### config.mk
export PLATFORM = sky130hd
export DESIGN_NAME = snn_neuron_scheduler_flat
export DESIGN_NICKNAME = d
export VERILOG_FILES = /design/src/rtl/snn_neuron_scheduler_if.sv /design/src/rtl/snn_neuron_scheduler.sv /design/src/flat_wrapper.sv
export SDC_FILE = /design/constraint.sdc
export NUM_CORES = 1
export LEC_CHECK = 0
export BUFFER_PORTS_ARGS = -buffer_cell sky130_fd_sc_hd__buf_2
export CORE_UTILIZATION = 55
export DETAILED_ROUTE_END_ITERATION = 8
export GPL_TIMING_DRIVEN = 1
export HOLD_SLACK_MARGIN = 0.1
export PLACE_DENSITY = 0.75
export SLEW_MARGIN = 10
export SYNTH_ARGS = -nofsm -noshare
export SYNTH_HDL_FRONTEND = slang
export SYNTH_SLANG_ARGS = --single-unit
export TNS_END_PERCENT = 50
### constraint.sdc
create_clock -name clk -period 8.15 [get_ports clk]
set_input_delay 1.2225 -clock clk [delete_from_list [all_inputs] [get_ports clk]]
set_output_delay 1.2225 -clock clk [all_outputs]
set_load 0.01 [all_outputs]
### src/rtl/snn_neuron_scheduler_if.sv
// Event-in / spike-out handshake bundle for the scheduled LIF neuron array.
// The master side produces input events and consumes spike events.
interface snn_neuron_scheduler_if #(
  parameter int AW = 2,
  parameter int MW = 8
);
  logic          ev_valid;
  logic          ev_ready;
  logic [AW-1:0] ev_addr;
  logic [MW-1:0] ev_weight;
  logic          spike_valid;
  logic [AW-1:0] spike_addr;

  modport master (
    output ev_valid, ev_addr, ev_weight,
    input  ev_ready, spike_valid, spike_addr
  );

  modport slave (
    input  ev_valid, ev_addr, ev_weight,
    output ev_ready, spike_valid, spike_addr
  );
endinterface

### src/rtl/snn_neuron_scheduler.sv
// Time-multiplexed leaky integrate-and-fire datapath over N_NEURONS virtual neurons.
// Events integrate in IDLE; each tick runs one leak sweep across the membrane file.
//
//   state | meaning
//   IDLE  | accepting weighted events, waiting for a tick
//   LEAK  | sweeping idx 0..N_NEURONS-1, one leak update per cycle
module snn_neuron_scheduler #(
  parameter int N_NEURONS = 4,
  parameter int AW        = $clog2(N_NEURONS),
  parameter int MW        = 8
) (
  input  logic                   clk,
  input  logic                   rst_n,
  input  logic                   tick,
  input  logic [MW-1:0]          threshold,
  input  logic [2:0]             leak_shift,
  snn_neuron_scheduler_if.slave  ev,
  output logic                   busy,
  output logic [7:0]             timestep,
  output logic                   tick_overrun
);

  typedef enum logic {IDLE, LEAK} state_t;

  state_t        state;
  state_t        state_nxt;
  logic [AW-1:0] idx;
  logic          tick_pending;
  logic [MW-1:0] mem [N_NEURONS];

  logic          accept;
  logic          fire;
  logic          last_idx;
  logic          sweep_start;
  logic [MW-1:0] mem_ev;
  logic [MW:0]   sum_raw;
  logic [MW-1:0] sum_sat;
  logic [MW-1:0] mem_lk;
  logic [MW-1:0] leak_val;

  always_ff @(posedge clk or negedge rst_n) begin
    if (!rst_n) state <= IDLE;
    else        state <= state_nxt;
  end

  always_comb begin
    state_nxt = state;
    case (state)
      IDLE:    if (tick || tick_pending) state_nxt = LEAK;
      LEAK:    if (last_idx)             state_nxt = IDLE;
      default: state_nxt = IDLE;
    endcase
  end

  always_comb begin
    ev.ev_ready = (state == IDLE) && !tick && !tick_pending;
    busy        = (state == LEAK);
  end

  // Membrane file is read combinationally, so back-to-back events to one
  // neuron naturally see the value written on the previous edge.
  always_comb begin
    accept      = ev.ev_valid && ev.ev_ready;
    last_idx    = (idx == AW'(N_NEURONS - 1));
    sweep_start = (state == IDLE) && (state_nxt == LEAK);
    mem_ev      = mem[ev.ev_addr];
    sum_raw     = {1'b0, mem_ev} + {1'b0, ev.ev_weight};
    sum_sat     = sum_raw[MW] ? '1 : sum_raw[MW-1:0];
    fire        = accept && (sum_sat >= threshold);
    mem_lk      = mem[idx];
    leak_val    = (leak_shift == 3'd0) ? mem_lk : (mem_lk - (mem_lk >> leak_shift));
  end

  always_ff @(posedge clk or negedge rst_n) begin
    if (!rst_n) begin
      idx          <= '0;
      tick_pending <= 1'b0;
      tick_overrun <= 1'b0;
      timestep     <= 8'd0;
    end else if (sweep_start) begin
      idx          <= '0;
      // a fresh tick arriving while a pending one is consumed stays queued
      tick_pending <= tick && tick_pending;
    end else if (state == LEAK) begin
      idx <= idx + 1'b1;
      if (tick) begin
        if (tick_pending) tick_overrun <= 1'b1;
        else              tick_pending <= 1'b1;
      end
      if (last_idx) timestep <= timestep + 8'd1;
    end
  end

  always_ff @(posedge clk or negedge rst_n) begin
    if (!rst_n) begin
      ev.spike_valid <= 1'b0;
      ev.spike_addr  <= '0;
    end else begin
      ev.spike_valid <= fire;
      if (fire) ev.spike_addr <= ev.ev_addr;
    end
  end

  always_ff @(posedge clk or negedge rst_n) begin
    if (!rst_n) begin
      for (int k = 0; k < N_NEURONS; k++) mem[k] <= '0;
    end else if (accept) begin
      mem[ev.ev_addr] <= fire ? '0 : sum_sat;
    end else if (state == LEAK) begin
      mem[idx] <= leak_val;
    end
  end

endmodule

### src/flat_wrapper.sv
// flat-port wrapper written by rule: the top's interface ports become plain ports
module snn_neuron_scheduler_flat 
#(
  parameter int N_NEURONS = 4,
  parameter int AW        = $clog2(N_NEURONS),
  parameter int MW        = 8
)
  (clk, rst_n, tick, threshold, leak_shift, busy, timestep, tick_overrun, ev_ev_valid, ev_ev_addr, ev_ev_weight, ev_ev_ready, ev_spike_valid, ev_spike_addr);
  snn_neuron_scheduler_if #(.AW(AW), .MW(MW)) ev_i ();
  input  logic clk;
  input  logic rst_n;
  input  logic tick;
  input  logic [MW-1:0] threshold;
  input  logic [2:0] leak_shift;
  output logic busy;
  output logic [7:0] timestep;
  output logic tick_overrun;
  input wire logic [$bits(ev_i.ev_valid)-1:0] ev_ev_valid;
  input wire logic [$bits(ev_i.ev_addr)-1:0] ev_ev_addr;
  input wire logic [$bits(ev_i.ev_weight)-1:0] ev_ev_weight;
  output wire logic [$bits(ev_i.ev_ready)-1:0] ev_ev_ready;
  output wire logic [$bits(ev_i.spike_valid)-1:0] ev_spike_valid;
  output wire logic [$bits(ev_i.spike_addr)-1:0] ev_spike_addr;
  assign ev_i.ev_valid = ev_ev_valid;
  assign ev_i.ev_addr = ev_ev_addr;
  assign ev_i.ev_weight = ev_ev_weight;
  assign ev_ev_ready = ev_i.ev_ready;
  assign ev_spike_valid = ev_i.spike_valid;
  assign ev_spike_addr = ev_i.spike_addr;
  snn_neuron_scheduler #(.N_NEURONS(N_NEURONS), .AW(AW), .MW(MW)) u_core (.clk(clk), .rst_n(rst_n), .tick(tick), .threshold(threshold), .leak_shift(leak_shift), .ev(ev_i), .busy(busy), .timestep(timestep), .tick_overrun(tick_overrun));
endmodule
==> results.cfg <==
[layout]
n_antenna_cell = 0
nNetsFinal = 452
final_area_mm2 = 0.00402
fraction_of_the_core_area_covered_by_cells_at_the_end_of_the_flow = 0.623
area_growth_syn_to_layout_pct = 7.42
fin_cells = 475
final_layout_size_suffix_gt1_frac = 0.206

[run]
cap_viol_max_count = 0

[global_routing]
grt_util_all_layers = 0.268
grt_pass1_vias = 2991
grt_antenna_before_repair = 0
grt_start_max_net_pins = 49
globalRouteOverflowTotal = 0
grt_first_pass_wirelength_um = 14900

[min_path]
min_path_type = reg -> reg

[placed_design]
placement.io_buffers = 38
gpl.final_weighted_congestion = 0.894
dpl_cell_area_mm2 = 0.00391
detailed_placer_s_ending_hpwl_um = 6910
post-place-cells = 467

[critical_path]
critical_setup_path_kind = in -> reg
cp.required_ns = 8.33
path_max_fanout = 17
worstSetupEndpointType = register
cp.arrival_ns = 6.03
cp-start-kind = primary input

[timing]
setup_viol = 0
grt_setup_unrepaired = false
min_period_over_period = 0.718
fmaxAchievable_mhz = 171
tns_ns = 0
max_slew.worst_pin.slew_ns = 1.07
timing_hold_violations_final = 0
timing.max_slew.rel_slack = 0.285
post-route-min-period_ns = 5.85
clock-skew-final_ns = 0.00435
final_max_slew_viol_count = 0

[drt]
via_count = 3135
firstDrtPassIters = 5
post_drt_wl_per_cell_um = 19.3
postRouteAntennaNets = 0
drt_wl_total_um = 9180
drt_first_iter_violations = 321
drc = 0
drt-vias-per-instance = 6.60

[clocking]
cts_inserted_buffers = 5
number_of_buffers_on_the_longest_clock_path = 2
h-tree-depth = 2
worst_setup_hold_path_clk_slew_ns = 0.09
clock_insertion_delay_worst_skew_ns = 0.30
clock-root-buffer = sky130_fd_sc_hd__clkbuf_8
post_cts.repair.setup_buffers = 0
postCtsResizedCells = 0
tritoncts_clock_tree = done
tritoncts_num_sinks = 48
holdBufCountCts = 0

[floorplanning]
die-width_um = 84.5
io_pins = 39
placeable_core_region_mm2 = 0.00646
die_h_um = 84.5
row_count = 29
dieArea_mm2 = 0.00714
floorplan.initialDensity = 0.580

[synth]
yosys.area.top_type_share = 0.321
synthesis.area_per_instance_um2 = 10.1
synth_edf_count = 0
synth.largest_area_cell = sky130_fd_sc_hd__dfrtp_1
synth_area_leaders = sky130_fd_sc_hd__dfrtp_1 (32%), sky130_fd_sc_hd__mux4_2 (9.6%), sky130_fd_sc_hd__ha_1 (9.4%), sky130_fd_sc_hd__a221o_1 (3.5%), sky130_fd_sc_hd__o21ai_0 (3.3%)
synth_cell_types = 55
synth.ff_latch_count = 48
sequential_fraction_of_the_synthesis_area = 0.321
synthArstFlopShare = 1.00
mapped_nets = 424
synth_area_mm2 = 0.00374
yosysWarnings = 0
netlist_instances = 369
ys_dominant_reg_cell = sky130_fd_sc_hd__dfrtp_1

[run_status]
run_status = finished clean
-- metal layers --
| metal | GRT usage | vias up | wire length [µm] |
|---|---|---|---|
| li1 | - | 1459 | - |
| met1 | 0.380 | 1527 | 4050 |
| met2 | 0.447 | 132 | 4460 |
| met3 | 0.0246 | 17 | 542 |
| met4 | 0.0663 | 0 | 136 |
| met5 | 0 | - | 0 |
-- synthesized netlist by cell type (all sizes together) (13+ instances only) --
master  number
dfrtp       48
nand2       30
ha          28
nor2        25
o21ai       25
inv         20
mux4        17
nor3        17
a21oi       15
a221o       13
clkbuf      13
-- sequential cells by signal, indices dropped and copies added, names as in the netlist --
signal,cells
u_core.busy,1
u_core.tick_pending,1
u_core.timestep,8
u_core.idx,2
u_core.mem,32
u_core.tick_overrun,1
u_core.ev.spike_addr,2
u_core.ev.spike_valid,1
-- cell type report --
type	count	area [µm²]
fill	534	2440
multi-input combinational	284	2350
clock inverter	2	35.0
inverter	20	75.1
timing repair buffer	38	190
tap	77	96.3
sequential	48	1200
clock buffer	6	72.6
-- per-stage QoR --
| stage | hold slack, ns | setup WS [ns] |
|---|---|---|
| after floorplan | 0.467 | 2.51 |
| after global placement | 0.451 | 2.19 |
| after detailed placement | 0.450 | 2.08 |
| after CTS | 0.470 | 2.37 |
| after global routing | 0.500 | 1.88 |
| final | 0.466 | 2.30 |
-- cell families after synthesis --
group / synth area share
AO/OA/AOI/OAI: 0.204
XOR/XNOR: 0.0304
multiplexers: 0.151
adder cells (fa/ha/maj): 0.107
AND/OR/NAND/NOR: 0.136
flip-flops: 0.321
buffers and inverters: 0.0511
-- layout by cell type, fill, tap and decap left out, types with 5 or more instances in the layout --
master,n
sky130_fd_sc_hd__o21ai_0,25
sky130_fd_sc_hd__a211oi_1,6
sky130_fd_sc_hd__inv_1,20
sky130_fd_sc_hd__nand3_1,6
sky130_fd_sc_hd__xnor2_1,9
sky130_fd_sc_hd__nand2_1,30
sky130_fd_sc_hd__mux2i_1,9
sky130_fd_sc_hd__mux2_2,8
sky130_fd_sc_hd__o221ai_1,7
sky130_fd_sc_hd__nor2_1,25
sky130_fd_sc_hd__a22oi_1,9
sky130_fd_sc_hd__buf_2,38
sky130_fd_sc_hd__mux4_2,16
sky130_fd_sc_hd__a21oi_1,15
sky130_fd_sc_hd__ha_1,28
sky130_fd_sc_hd__dfrtp_1,48
sky130_fd_sc_hd__clkbuf_8,5
sky130_fd_sc_hd__a221o_1,13
sky130_fd_sc_hd__nor3_1,15
-- critical path, cell delays in order --
cell,delay [ns]
sky130_fd_sc_hd__buf_2,0.36
sky130_fd_sc_hd__mux4_2,0.57
sky130_fd_sc_hd__ha_1,0.24
sky130_fd_sc_hd__fa_1,0.44
sky130_fd_sc_hd__a211o_1,0.35
sky130_fd_sc_hd__nand3_1,0.11
sky130_fd_sc_hd__a21oi_1,0.18
sky130_fd_sc_hd__a2111oi_4,0.51
sky130_fd_sc_hd__inv_1,0.09
sky130_fd_sc_hd__ha_1,0.31
sky130_fd_sc_hd__nand2_1,0.05
sky130_fd_sc_hd__nor3_1,0.15
sky130_fd_sc_hd__a21oi_1,0.15
sky130_fd_sc_hd__nor2_1,0.83
sky130_fd_sc_hd__nor3_1,0.15
sky130_fd_sc_hd__a221o_1,0.31
-- path summary, 6_finish.rpt --
path	cells past startpoint	start	end	slack, ns
max in group asynchronous	1	rst_n	u_core.mem[10]	6.40
hold / removal	1	u_core.tick_overrun	u_core.tick_overrun	0.47
setup reg to reg	15	u_core.mem[0]	u_core.mem[2]	3.26
min in group asynchronous	1	rst_n	u_core.timestep[7]	1.11
hold reg to reg	1	u_core.tick_overrun	u_core.tick_overrun	0.47
setup / recovery	16	ev_ev_addr[0]	u_core.mem[2]	2.30
Power is not shown: default switching activity piles up to over one toggle a cycle in this logic, so the estimate is an artifact.
